[config.mk]
export PLATFORM = sky130hd
export DESIGN_NAME = credit_ledger
export DESIGN_NICKNAME = d
export VERILOG_FILES = /design/src/rtl/credit_ledger.sv
export SDC_FILE = /design/constraint.sdc
export NUM_CORES = 1
export LEC_CHECK = 0
export CAP_MARGIN = 20
export CORE_AREA = 2 2 116 118
export CTS_CLUSTER_SIZE = 25
export DETAILED_ROUTE_END_ITERATION = 8
export DIE_AREA = 0 0 118 120
export GPL_ROUTABILITY_DRIVEN = 0
export PLACE_DENSITY = 0.79
export SYNTH_ARGS = -nofsm -noshare
export SYNTH_HDL_FRONTEND = slang
export SYNTH_SLANG_ARGS = --single-unit
[constraint.sdc]
create_clock -name clk -period 10 [get_ports clk]
set_input_delay 3 -clock clk [delete_from_list [all_inputs] [get_ports clk]]
set_output_delay 3 -clock clk [all_outputs]
set_load 0.01 [all_outputs]
[src/rtl/credit_ledger.sv]
// Credit and payout sequencer for the slot machine: keeps the credit balance and last win,
// charges bets, pays wins back one credit per tick, and presents everything as BCD digits.
module credit_ledger #(
  parameter int BET         = 1,
  parameter int INIT_CREDIT = 0,
  parameter int TICK_CYCLES = 5000000
) (
  input  logic       clk,
  input  logic       reset_n,
  input  logic       coin_pulse,
  input  logic       spin_req,
  input  logic       win_valid,
  input  logic [6:0] win_amt,
  output logic       spin_start,
  output logic       insufficient,
  output logic       busy,
  output logic       payout_active,
  output logic [3:0] won_amt1,
  output logic [3:0] won_amt2,
  output logic [3:0] credit_amt1,
  output logic [3:0] credit_amt2,
  output logic [3:0] credit_amt3
);

  localparam int            CW         = (TICK_CYCLES > 1) ? $clog2(TICK_CYCLES) : 1;
  localparam logic [CW-1:0] TICK_LAST  = CW'(TICK_CYCLES - 1);
  localparam logic [9:0]    BET_W      = 10'(BET);
  localparam logic [9:0]    INIT_W     = 10'(INIT_CREDIT);
  localparam logic [9:0]    CREDIT_MAX = 10'd999;

  typedef enum logic [1:0] {IDLE, SPIN, PAYOUT} state_t;

  state_t        state_reg, state_next;
  logic [9:0]    credit_reg, credit_next;
  logic [6:0]    won_reg, won_next;
  logic [6:0]    remaining_reg, remaining_next;
  logic [CW-1:0] tick_reg, tick_next;
  logic          spin_start_next, insufficient_next;
  logic [6:0]    win_clamped;
  logic          accept, tick_done;
  logic [10:0]   credit_sum;

  function automatic logic [11:0] to_bcd3(input logic [9:0] v);
    int n;
    n = int'(v);
    return {4'(n / 100), 4'((n / 10) % 10), 4'(n % 10)};
  endfunction

  function automatic logic [7:0] to_bcd2(input logic [6:0] v);
    int n;
    n = int'(v);
    return {4'(n / 10), 4'(n % 10)};
  endfunction

  always_comb begin
    state_next        = state_reg;
    won_next          = won_reg;
    remaining_next    = remaining_reg;
    tick_next         = tick_reg;
    spin_start_next   = 1'b0;
    insufficient_next = 1'b0;
    accept            = 1'b0;
    tick_done         = 1'b0;
    win_clamped       = (win_amt > 7'd99) ? 7'd99 : win_amt;

    case (state_reg)
      IDLE: begin
        if (spin_req) begin
          // Affordability is judged on the balance before any coin arriving this cycle.
          if (credit_reg >= BET_W) begin
            accept          = 1'b1;
            spin_start_next = 1'b1;
            won_next        = '0;
            state_next      = SPIN;
          end else begin
            insufficient_next = 1'b1;
          end
        end
      end
      SPIN: begin
        if (win_valid) begin
          won_next       = win_clamped;
          remaining_next = win_clamped;
          tick_next      = '0;
          state_next     = (win_clamped == 7'd0) ? IDLE : PAYOUT;
        end
      end
      PAYOUT: begin
        if (tick_reg == TICK_LAST) begin
          tick_done      = 1'b1;
          tick_next      = '0;
          remaining_next = remaining_reg - 7'd1;
          if (remaining_reg == 7'd1) state_next = IDLE;
        end else begin
          tick_next = tick_reg + CW'(1);
        end
      end
      default: state_next = IDLE;
    endcase

    // A coin and a payout tick may land together; both saturate at the display limit.
    credit_sum = {1'b0, credit_reg} + {10'd0, coin_pulse} + {10'd0, tick_done};
    if (accept)
      credit_next = credit_reg - BET_W + {9'd0, coin_pulse};
    else if (credit_sum > {1'b0, CREDIT_MAX})
      credit_next = CREDIT_MAX;
    else
      credit_next = credit_sum[9:0];
  end

  always_ff @(posedge clk or negedge reset_n) begin
    if (!reset_n) begin
      state_reg     <= IDLE;
      credit_reg    <= INIT_W;
      won_reg       <= '0;
      remaining_reg <= '0;
      tick_reg      <= '0;
      spin_start    <= 1'b0;
      insufficient  <= 1'b0;
      busy          <= 1'b0;
      payout_active <= 1'b0;
      {credit_amt1, credit_amt2, credit_amt3} <= to_bcd3(INIT_W);
      {won_amt1, won_amt2}                    <= 8'h00;
    end else begin
      state_reg     <= state_next;
      credit_reg    <= credit_next;
      won_reg       <= won_next;
      remaining_reg <= remaining_next;
      tick_reg      <= tick_next;
      spin_start    <= spin_start_next;
      insufficient  <= insufficient_next;
      busy          <= (state_next != IDLE);
      payout_active <= (state_next == PAYOUT);
      {credit_amt1, credit_amt2, credit_amt3} <= to_bcd3(credit_next);
      {won_amt1, won_amt2}                    <= to_bcd2(won_next);
    end
  end

endmodule

# Word-level counts from Yosys, hierarchy flattened
# Index checks and enable logic that the tools add are counted.
[totals]
mem_count = 0
latch_bits = 0
elab_cells = 70
ramBits = 0
input_bits = 12
out_inout_bits = 24
rom_bits = 0
ff_bits = 73
[classes]
n_shift = 0
reduce_logical = 6
n_div = 6
bitwise = 0
n_mul = 0
n_lt_le_gt_ge = 3
muxes = 28
eq_ne = 7
n_addsub = 6
[ops]
columns = ["cell", "count"]
rows = [
  ["2-to-1 mux 23 bit", 2],
  ["one-hot mux 23 bit (2 select lines)", 1],
  ["2-to-1 mux 7 bit", 6],
  ["divider 11 x 5 -> 32 bit (second input constant)", 1],
  ["divider 11 x 8 -> 32 bit (second input constant)", 1],
  ["divider 8 x 5 -> 32 bit (second input constant)", 1],
  ["modulo 11 x 5 -> 32 bit (second input constant)", 1],
  ["modulo 32 x 5 -> 32 bit (second input constant)", 1],
  ["modulo 8 x 5 -> 32 bit (second input constant)", 1],
  ["one-hot mux 7 bit (2 select lines)", 2],
  ["adder 23 x 1 -> 23 bit (second input constant)", 1],
  ["equality test 23 bit (second input constant)", 1],
  ["2-to-1 mux 10 bit", 2],
  ["2-to-1 mux 2 bit", 6],
  ["adder 10 x 1 -> 11 bit", 1],
  ["adder 11 x 1 -> 11 bit", 1],
  ["greater-than comparator 11 x 10 -> 1 bit (second input constant)", 1],
  ["adder 10 x 1 -> 10 bit", 1],
  [">= comparator 10 x 1 -> 1 bit (second input constant)", 1],
  ["subtractor 10 x 1 -> 10 bit (second input constant)", 1],
  ["2-to-1 mux 1 bit", 8],
  ["equality test 7 x 1 -> 1 bit (second input constant)", 1],
  ["greater-than comparator 7 bit (second input constant)", 1],
  ["logical NOT 7 bit", 1],
  ["9 further kinds", 12],
]

# Longest topological paths before layout
# Gate-level depths: netlist of run 1.
[depth]
word_depth = 9
depth_mapped = 48

# Least setup slack after synthesis of run 1
# No wires, ideal clock.
[synth_path]
kind = "input-to-reg"
startpoint = "input coin_pulse"
endpoint = "register credit_amt2[2]"
path_stages = 39
n_path_buf = 4
arrival_time_ns = 11.038
path_slack_ns = -1.118
cell_sequence = "fa_1 -> ha_1 -> clkbuf_1 -> and2_1 -> and3_1 -> a21oi_4 -> a32o_4 -> inv_2 -> buf_6 -> ha_1 -> a221o_1 -> a31oi_1 -> and4_4 -> buf_6 -> a221oi_2 -> or4b_1 -> o41a_1 -> nor2_1 -> [... 3 more ...] -> a41oi_1 -> a21boi_1 -> o21ai_1 -> nor3_2 -> buf_6 -> mux2i_1 -> o2bb2ai_2 -> o21a_2 -> ha_1 -> a21oi_1 -> o21ai_0 -> a211o_1 -> xnor2_1 -> and3_4 -> mux2_2 -> a311o_1 -> nand3_1 -> mux2i_1"
[synth_via]
elab_chain_cells = 7
word_cells_on_any_way = 8
[synth_rtl]
columns = ["item", "line", "rtl"]
rows = [
  ["start: declaration", "10", "input logic coin_pulse,"],
  ["adder 10 x 1 -> 11 bit", "102", "credit_sum = {1'b0, credit_reg} + {10'd0, coin_pulse} + {10'd0, tick_done};"],
  ["adder 11 x 1 -> 11 bit", "102", ""],
  ["greater-than comparator 11 x 10 -> 1 bit", "105", "else if (credit_sum > {1'b0, CREDIT_MAX})"],
  ["2-to-1 mux 10 bit", "105", ""],
  ["2-to-1 mux 10 bit (*)", "103", "if (accept)"],
  ["net credit_next[9]", "34", "logic [9:0] credit_reg, credit_next;"],
  ["divider 11 x 5 -> 32 bit (*)", "46", "return {4'(n / 100), 4'((n / 10) % 10), 4'(n % 10)};"],
  ["modulo 32 x 5 -> 32 bit (*)", "46", ""],
  ["end signal: assignment", "122", "{credit_amt1, credit_amt2, credit_amt3} <= to_bcd3(INIT_W);"],
  ["end signal: assignment", "134", "{credit_amt1, credit_amt2, credit_amt3} <= to_bcd3(credit_next);"],
  ["end: declaration", "21", "output logic [3:0] credit_amt2,"],
]
# Mark *: on every way through the listed nets, which the timed path passes. The rest lies on a longest branch.
# A chain may end at the register's enable or synchronous reset.

# Worst setup path in the final report of run 1
[layout_path]
startpoint = "input coin_pulse"
endpoint = "register credit_amt2[3]"
[layout_via]
elab_chain_cells = 7
word_cells_on_any_way = 8
[layout_rtl]
columns = ["item", "line"]
rows = [
  ["adder 10 x 1 -> 11 bit", "102"],
  ["adder 11 x 1 -> 11 bit", "102"],
  ["greater-than comparator 11 x 10 -> 1 bit", "105"],
  ["2-to-1 mux 10 bit", "105"],
  ["2-to-1 mux 10 bit (*)", "103"],
  ["divider 11 x 5 -> 32 bit (*)", "46"],
  ["modulo 32 x 5 -> 32 bit (*)", "46"],
]
# Every way passes the cells marked *; elsewhere a longest branch is shown, timed or not.

==> key figures, run 1 <==
Status
  – Outcome: finished with violations
  – Failing checks: negative setup slack

Synth
  – Top_reg_cell synth: dfrtp_1
  – Main area contributors after synthesis: dfrtp_1 (25%), nand2_1 (5.4%), o21ai_0 (5.0%), nor2_1 (4.5%), ha_1 (3.9%)
  – Cell count after synthesis: approximately 900
  – EDFF count, synth: 0
  – Unique masters post-synth: 107
  – Share of the synthesized area in the top cell type: about a quarter
  – Top post-synthesis cells by count: nand2_1 (102), nor2_1 (84), dfrtp_1 (71), o21ai_0 (71), a21oi_1 (52)
  – Count leader, synth: nand2_1
  – Mapped cell area: slightly above 0.007 mm2
  – Mean Syn Cell Area: between 7 and 8 um2
  – Number of synthesized register bits: just over 70
  – Yosys warnings: 0
  – Top cell type by total area after synthesis: dfrtp_1
  – Async S/R FF share, synth: 100%
  – Synthesized net count: between 900 and 1k
  – Seq/Total Area, Yosys: around 25%

STA
  – RSZ-0062 raised after global routing: yes
  – Pins Over Slew Limit: 0
  – Final worst slack: -481 ps
  – Fmax: approximately 0.095 GHz
  – Clk_skew: approximately 7 ps
  – Period utilization: 105%
  – Slew HR: between 20 and 30%
  – Pin slew with the least headroom to its limit: between 1000 and 1500 ps
  – Minimum clock period: between 10000 and 15000 ps
  – Finish-stage setup viols: 3
  – Final hold viol count: 0

Critical path
  – CP Class: input pin to register
  – CP Capture Type: register
  – Critical Path Fanout Max: 6
  – Top delay family on crit path: compound AO/OA/AOI/OAI gates
  – CP Data Required Time: 10270 ps
  – Critical-path top delay cell: o41a_1
  – CP max stage delay: ~430 ps
  – Worst EP arrival: roughly 11000 ps
  – Worst setup SP type: input pin
  – CP bufs+invs: 7

Route
  – DRC Markers: 0
  – DRT Pass-1 Iters: 6
  – DRC marker count from the first detailed-route iteration: around 1.2k
  – Vias/cell: around 6.6
  – Via count: 8416
  – Detail Route Antenna Nets: 0
  – Total Wirelength: 24500 um
  – Routed len/inst: 19.2 um

Global routing
  – Final global-route overflow total: 0
  – Vias in the first global route: 7857
  – M2 GR Usage: between 50 and 60%
  – M3 GR Usage: under 10%
  – GRT Max-Usage Layer: met2
  – Met1 GRT Util: a little over two fifths
  – First-pass GRT wire length: ~38000 um
  – Largest net degree at the start of global routing: 72
  – Initial antenna violation count: 0
  – Gr usage total: approximately a third

CTS
  – Clk buf depth: 2
  – CTS tree: done
  – Worst-Skew Late Latency: around 340 ps
  – # H-tree levels: 3
  – Worst-path clk slew: 60 ps
  – Clk sinks: roughly 70
  – TritonCTS Buffers: 9
  – CTS root buffer: clkbuf_16

Floorplanning
  – Row count: 42
  – Die area: 0.0142 mm2
  – Die Width: 118 um
  – Ports: 36
  – Initial Util: roughly 54%
  – Chip Height: 120 um
  – Core area: ~0.013 mm2

Placed design
  – Pre-CTS setup slack: -1070 ps
  – Detailed-placement wirelength estimate: ~16000 um
  – PortBufs: 35

Layout
  – Share of cells above drive strength 1: 29.6%
  – Area growth from synthesis to layout: 35.6%
  – Largest register FFs: 23
  – N_diodes: 0
  – Post-layout net count: roughly 1.1k
  – Fill cell count: 909

Min path
  – Min-delay worst type: register to register

Run
  – Max_cap viols: 0
==> placed cells by master, fill, tap and decap left out, types with 6 or more instances in the layout <==
master	synthesis	layout
inv_2	7	6
o31ai_1	13	11
clkdlybuf4s50_1	0	33
nor4_1	12	10
o211ai_1	7	7
nand4_1	18	18
o21ai_1	9	7
mux2i_1	9	8
nor2b_1	6	6
ha_1	22	15
nand2_1	102	101
a21o_1	7	6
and3_1	20	18
or3_1	10	9
a211oi_1	11	11
nor2_1	84	81
a22oi_1	6	6
a21oi_1	52	49
clkbuf_16	0	9
nor3_1	26	25
ha_4	0	6
xnor2_1	21	19
nand2b_1	7	7
dfrtp_1	71	71
o21ai_0	71	69
a31oi_1	22	20
o22ai_1	9	9
buf_4	4	195
inv_1	34	33
nand3_1	36	33
==> area by class of cell <==
| cell class | count | area, um2 | area share, % |
|---|---|---|---|
| timing repair buffer | 235 | 1880 | 19.7 |
| sequential | 71 | 1780 | 18.6 |
| clock inverter | 6 | 67.6 | 0.708 |
| tap | 176 | 220 | 2.31 |
| multi-input combinational | 738 | 5200 | 54.5 |
| clock buffer | 10 | 229 | 2.40 |
| inverter | 43 | 174 | 1.82 |
==> timing repair <==
action / in CTS / in global routing
setup endpoints to repair: 3 / 3
gates cloned: 0 / 0
hold buffers: 0 / 0
pin swaps: 37 / 30
gates resized for setup: 34 / 25
setup buffers: 18 / 4
==> kinds of logic (layout without fill, tap and decap cells) <==
group           after synthesis  after routing  share of synthesized area, %
fa+ha+maj                    24             24                          4.33
buf+inv                      93            294                          6.11
simple gates                369            369                          27.1
xor+xnor                     28             28                          3.70
flops                        71             71                          25.2
compound gates              304            304                          31.6
mux                          13             13                          1.92
==> metal layers <==
metal  up-vias  wire length (um)
met5         -                 0
met4         0              1190
met3       144              2190
met2       565             11800
met1      3921              9410
li1       3786                 -
==> path summary, 6_finish.rpt <==
kind                                           from                  endpoint  slack [ps]  cells past startpoint
setup / recovery                         coin_pulse  credit_amt2[3]$_DFF_PN0_        -480                     39
hold / removal              tick_reg[5]$_DFFE_PN0P_   tick_reg[5]$_DFFE_PN0P_         510                      1
setup reg to reg           tick_reg[10]$_DFFE_PN0P_  credit_amt2[3]$_DFF_PN0_         510                     42
hold reg to reg             tick_reg[5]$_DFFE_PN0P_   tick_reg[5]$_DFFE_PN0P_         510                      1
max in group asynchronous                   reset_n  tick_reg[13]$_DFFE_PN0P_        6640                      1
min in group asynchronous                   reset_n    insufficient$_DFF_PN0_        2760                      1
==> stage by stage <==
step | utilization [%] | setup TNS (ps) | instance area, um2 | hold slack, ps | std cells
2_1_floorplan | - | -1210 | 7160 | 450 | 902
3_3_place_gp | 67.8 | -2310 | 8800 | 469 | 1241
3_5_place_dp | 67.8 | -3020 | 8800 | 490 | 1241
4_1_cts | 72.3 | -284 | 9390 | 509 | 1274
5_1_grt | 73.6 | -2000 | 9550 | 526 | 1279
6_report | 73.6 | -1260 | 9550 | 507 | 1279
Power of run 1 is not shown: default switching activity piles up to over one toggle a cycle in this logic, so the estimate is an artifact.
==> run 2: changes to the inputs <==
- CORE_AREA: 2 2 116 118 -> 3 3 117 119
- DIE_AREA: 0 0 118 120 -> 0 0 120 122
==> key figures, run 2 (synthesis gave the netlist of run 1 again) <==
STA
  – Setup TNS: -936 ps (+324 ps)
  – Final hold viol count: 0 (unchanged)
  – Worst hold margin: 489 ps (-17.9 ps)
  – Pin slew with the least headroom to its limit: 987 ps (-63.3 ps)
  – Slew HR: 33.3% (+3.6 points)
  – RSZ-0062 raised after global routing: yes
  – Period utilization: 104% (-1.1 points)
  – Finish-stage setup viols: 3 (unchanged)
  – Pins Over Slew Limit: 0 (unchanged)
  – Minimum clock period: 10370 ps (-113 ps)
  – Fmax: 0.0965 GHz (+1.1%)
  – Final worst slack: -367 ps (+113 ps)
  – Clk_skew: 7.70 ps (+0.534 ps)

Layout
  – Commonest non-fill, non-tap cells in the layout: buf_4 (198), nand2_1 (102), nor2_1 (81), dfrtp_1 (71), o21ai_0 (69)
  – Commonest non-fill, non-tap cell in the layout: buf_4
  – N_diodes: 0 (unchanged)
  – Final Util: 75.4% (+1.8 points)
  – Share of cells above drive strength 1: 29.7% (about the same)
  – Area growth from synthesis to layout: 35.7% (about the same)
  – Post-layout net count: 1136 (+0.26%)
  – Largest register FFs: 23 (unchanged)

Floorplanning
  – Initial Util: 55.6% (+1.3 points)
  – Die area: 0.0146 mm2 (+3.4%)
  – Row count: 41 (-2.4%)
  – Chip Height: 122 um (+1.7%)
  – Core area: 0.0127 mm2 (-2.4%)
  – Die Width: 120 um (+1.7%)
  – Ports: 36 (unchanged)

Placed design
  – PortBufs: 35 (unchanged)
  – Detailed-placement wirelength estimate: 16400 um (-0.56%)

Min path
  – Worst Hold Depth: 2 (+1)
  – Worst Hold Launch: remaining_reg[6]$_DFFE_PN0P_
  – Min-delay worst type: register to register
  – Hold worst-path end: remaining_reg[6]$_DFFE_PN0P_

Route
  – Met3 routed WL: 1890 um (-13%)
  – DRC marker count from the first detailed-route iteration: 1082 (-10%)
  – Via count: 8414 (-0.024%)
  – Detail Route Antenna Nets: 0 (unchanged)
  – Metal-1 WL: 9330 um (-0.83%)
  – Routed len/inst: 19.1 um (-0.37%)
  – Top layer in use: met4
  – Vias/cell: 6.58 (about the same)
  – DRT Pass-1 Iters: 6 (unchanged)
  – Total Wirelength: 24400 um (-0.44%)
  – Routed length on met2: 12000 um (+2.4%)
  – DRC Markers: 0 (unchanged)

CTS
  – CTS tree: done
  – TritonCTS Buffers: 9 (unchanged)
  – Hold bufs inserted after CTS: 0 (unchanged)
  – Worst-Skew Late Latency: 350 ps (about the same)
  – Clk sinks: 71 (unchanged)
  – CTS root buffer: clkbuf_16
  – Worst-path clk slew: 70 ps (about the same)
  – Clk buf depth: 2 (unchanged)
  – # H-tree levels: 3 (unchanged)

Critical path
  – Reg2reg path depth: 39 (-7.1%)
  – Critical Path Fanout Max: 4 (-2)
  – Critical-path top delay cell: or4b_4
  – CP Class: input pin to register
  – CP Capture Type: register
  – Reg-to-reg slack, setup: 590 ps (+80 ps)
  – Worst EP arrival: 10630 ps (-120 ps)
  – CP max stage delay: 550 ps (+120 ps)
  – CP Data Required Time: 10260 ps (about the same)
  – Top delay family on crit path: compound AO/OA/AOI/OAI gates
  – Crit Reg-Reg Endpoint: credit_amt2[3]$_DFF_PN0_
  – CP bufs+invs: 4 (-3)
  – Worst setup SP type: input pin
  – RR Startpoint: tick_reg[10]$_DFFE_PN0P_

Global routing
  – Final global-route overflow total: 0 (unchanged)
  – First-pass GRT wire length: 38700 um (+0.91%)
  – Initial antenna violation count: 0 (unchanged)
  – Vias in the first global route: 7956 (+1.3%)
  – Largest net degree at the start of global routing: 72 (unchanged)
  – Gr usage total: 32.0% (-0.84 points)

Status
  – Failing checks: negative setup slack
  – Outcome: finished with violations

Run
  – Max_cap viols: 0 (unchanged)
[run 2: changes by cell type in the layout (fill, tap and decap cells not counted), moves of 2 or more]
cell / before / now
a211oi_1: 11 / 9
a31oi_1: 20 / 18
a211oi_2: 1 / 3
ha_2: 1 / 3
a31oi_2: 1 / 3
buf_4: 195 / 198
nor3_2: 5 / 3
ha_4: 6 / 4
clkinv_4: 0 / 2
[run 2: worst max-delay path by stage]
stage,start,to,cells past startpoint
after global routing,coin_pulse,credit_amt2[3]$_DFF_PN0_,37
after CTS,coin_pulse,credit_amt2[3]$_DFF_PN0_,35
final,coin_pulse,credit_amt2[3]$_DFF_PN0_,36
after floorplan,coin_pulse,credit_amt2[3]$_DFF_PN0_,39
after global placement,coin_pulse,credit_amt2[3]$_DFF_PN0_,35
after detailed placement,coin_pulse,credit_amt2[3]$_DFF_PN0_,35
[run 2: cell type report]
cell class	instances	area, um2
Clock buffer	9	225
Clock inverter	7	105
Fill cell	846	3120
Inverter	43	171
Multi-Input combinational cell	738	5170
Sequential cell	71	1780
Tap cell	172	215
Timing Repair Buffer	238	1890
[run 2: what timing repair did]
action	CTS	global route
gates resized for setup	34	19
buffers inserted	18	10
pin swaps	38	19
setup endpoints to repair	3	3
[run 2: worst reg2reg max path: cells and delay by family (launching register included)]
kind                     cells  cell delay, ps
adder cells (fa/ha/maj)      6            1320
XOR/XNOR                     2             330
AND/OR/NAND/NOR             15            3540
buffers and inverters        2             190
flip-flops                   1             430
AO/OA/AOI/OAI               14            3540
[run 2: per-stage QoR]
stage	cell area [um2]	setup slack, ps	cells
floorplan	7160	-470	902
global placement	8760	-899	1233
detailed placement	8760	-1030	1233
CTS	9360	-103	1267
global route	9550	-574	1278
finish	9550	-367	1278
[run 2: metal layers]
metal	GRT usage (%)	vias to the layer above
met3	5.34	139
met2	56.4	538
met4	16.4	0
met5	0	-
li1	-	3795
met1	37.7	3942
Power of run 2 is left out for the same reason.
==> run 3: changes to the inputs <==
- CORE_AREA: 3 3 117 119 -> 3 3 111 113
- DIE_AREA: 0 0 120 122 -> 0 0 114 116
- PLACE_DENSITY: 0.79 -> 0.84
- TNS_END_PERCENT: not set -> 100
- clock period: 10 -> 10.1 ns (I/O delays scaled with it)
==> key figures, run 3 (synthesis gave the netlist of run 1 again) <==
Status
  – Failing checks: negative setup slack
  – Outcome: finished with violations

CTS
  – # H-tree levels: 3 (unchanged)
  – Worst-Skew Late Latency: 350 ps (about the same)
  – CTS root buffer: clkbuf_16
  – TritonCTS Buffers: 9 (unchanged)
  – Hold bufs inserted after CTS: 0 (unchanged)
  – Clk buf depth: 2 (unchanged)
  – Worst-path clk slew: 60 ps (about the same)
  – Clk sinks: 71 (unchanged)
  – CTS tree: done

STA
  – Final worst slack: -703 ps (-335 ps)
  – Final hold viol count: 0 (unchanged)
  – Setup TNS: -2000 ps (-1070 ps)
  – Fmax: 0.0926 GHz
  – Slew HR: 29.4% (-3.9 points)
  – Period utilization: 107%
  – Finish-stage setup viols: 3 (unchanged)
  – Clk_skew: 12.3 ps (+4.59 ps)
  – Pins Over Slew Limit: 0 (unchanged)
  – RSZ-0062 raised after global routing: yes
  – Pin slew with the least headroom to its limit: 1040 ps (+57.2 ps)
  – Minimum clock period: 10800 ps

Placed design
  – Placed cell area: 0.00865 mm2 (-1.2%)
  – Detailed-placement wirelength estimate: 16700 um (+2.3%)
  – PortBufs: 35 (unchanged)

Layout
  – Commonest non-fill, non-tap cells in the layout: buf_4 (191), nand2_1 (100), nor2_1 (81), dfrtp_1 (71), o21ai_0 (69)
  – Post-layout net count: 1133 (-0.26%)
  – N_diodes: 0 (unchanged)
  – Cell area after layout: 0.00957 mm2 (+0.16%)
  – Share of cells above drive strength 1: 29.4% (-0.28 points)
  – Commonest non-fill, non-tap cell in the layout: buf_4
  – Area growth from synthesis to layout: 35.9%
  – Largest register FFs: 23 (unchanged)

Route
  – Metal-1 WL: 9470 um (+1.4%)
  – Top layer in use: met4
  – Routed length on met2: 13300 um (+10%)
  – Vias/cell: 7.35 (+12%)
  – Met3 routed WL: 3380 um (+78%)
  – DRC Markers: 0 (unchanged)
  – Total Wirelength: 28700 um (+17%)
  – DRC marker count from the first detailed-route iteration: 1593 (+47%)
  – Routed len/inst: 23.0 um (+20%)
  – DRT Pass-1 Iters: 8 (+2)
  – Detail Route Antenna Nets: 0 (unchanged)
  – Via count: 9164 (+8.9%)

Critical path
  – Worst setup SP type: input pin
  – CP max stage delay: 480 ps (-70 ps)
  – CP Capture Type: register
  – CP Data Required Time: 10360 ps (+100 ps)
  – Critical-path top delay cell: or4b_4
  – CP Class: input pin to register
  – Critical Path Fanout Max: 4 (unchanged)
  – Worst EP arrival: 11070 ps (+440 ps)
  – Worst path most repeated cell: buf_4
  – Reg2reg path depth: 41 (+5.1%)

Global routing
  – Gr usage total: 39.4% (+7.3 points)
  – Final global-route overflow total: 0 (unchanged)
  – Vias in the first global route: 8538 (+7.3%)
  – Largest net degree at the start of global routing: 72 (unchanged)
  – Initial antenna violation count: 0 (unchanged)
  – First-pass GRT wire length: 42200 um (+8.9%)

Floorplanning
  – Core area: 0.0114 mm2 (-9.9%)
  – Ports: 36 (unchanged)
  – Row count: 39 (-4.9%)
  – Die Width: 114 um (-5.0%)
  – Die area: 0.0132 mm2 (-9.7%)
  – Chip Height: 116 um (-4.9%)
  – Initial Util: 61.7% (+6.1 points)

Min path
  – Min-delay worst type: register to register
  – Worst Hold Depth: 1 (-1)

Run
  – Max_cap viols: 0 (unchanged)
## run 3: cell types whose count changed in the layout (fill, tap and decap cells not counted), sizes merged
cell / change
buf: -3
inv: -1
clkbuf: +1
bufinv: +1
clkinv: -1
## run 3: per-layer routing
| metal | vias up | GRT usage [%] |
|---|---|---|
| met3 | 322 | 10.4 |
| met4 | 0 | 25.9 |
| met1 | 4161 | 44.5 |
| met5 | - | 0 |
| met2 | 904 | 65.7 |
| li1 | 3777 | - |
## run 3: final timing paths
| path | startpoint | slack [ps] | end |
|---|---|---|---|
| max | coin_pulse | -700 | credit_amt2[3]$_DFF_PN0_ |
| min | tick_reg[19]$_DFFE_PN0P_ | 510 | tick_reg[19]$_DFFE_PN0P_ |
| max reg2reg | tick_reg[10]$_DFFE_PN0P_ | 330 | credit_amt2[3]$_DFF_PN0_ |
| min reg2reg | tick_reg[19]$_DFFE_PN0P_ | 510 | tick_reg[19]$_DFFE_PN0P_ |
| max in group asynchronous | reset_n | 6700 | credit_reg[4]$_DFF_PN0_ |
| min in group asynchronous | reset_n | 2820 | tick_reg[22]$_DFFE_PN0P_ |
## run 3: final cells by class
type | instances | area [um2]
multi-input cells | 738 | 5190
fillers | 596 | 1850
clock inverters | 6 | 115
well taps | 143 | 179
clock buffers | 10 | 239
repair buffers | 235 | 1890
flip-flops and latches | 71 | 1780
inverters | 43 | 171
## run 3: what timing repair did
item | 4_1_cts | 5_1_grt
endpoints found under the setup margin | 3 | 3
resized for setup | 37 | 23
buffers inserted | 22 | 16
pin swaps | 34 | 32
## run 3: critical path, delay by kind of cell
family	cells	cell delay, ps
buffers and inverters	9	1020
XOR/XNOR	1	150
multiplexers	1	270
AO/OA/AOI/OAI	16	4310
adder cells (fa/ha/maj)	3	530
AND/OR/NAND/NOR	7	1730
## run 3: through the flow
step	worst slack [ps]	hold WS (ps)	instances	utilization, %
floorplan	-400	450	902	-
global placement	-716	472	1193	75.8
detailed placement	-1060	496	1193	75.8
CTS	-102	509	1230	81.7
global route	-760	532	1246	83.8
finish	-703	513	1246	83.8
Power of run 3 is left out for the same reason.
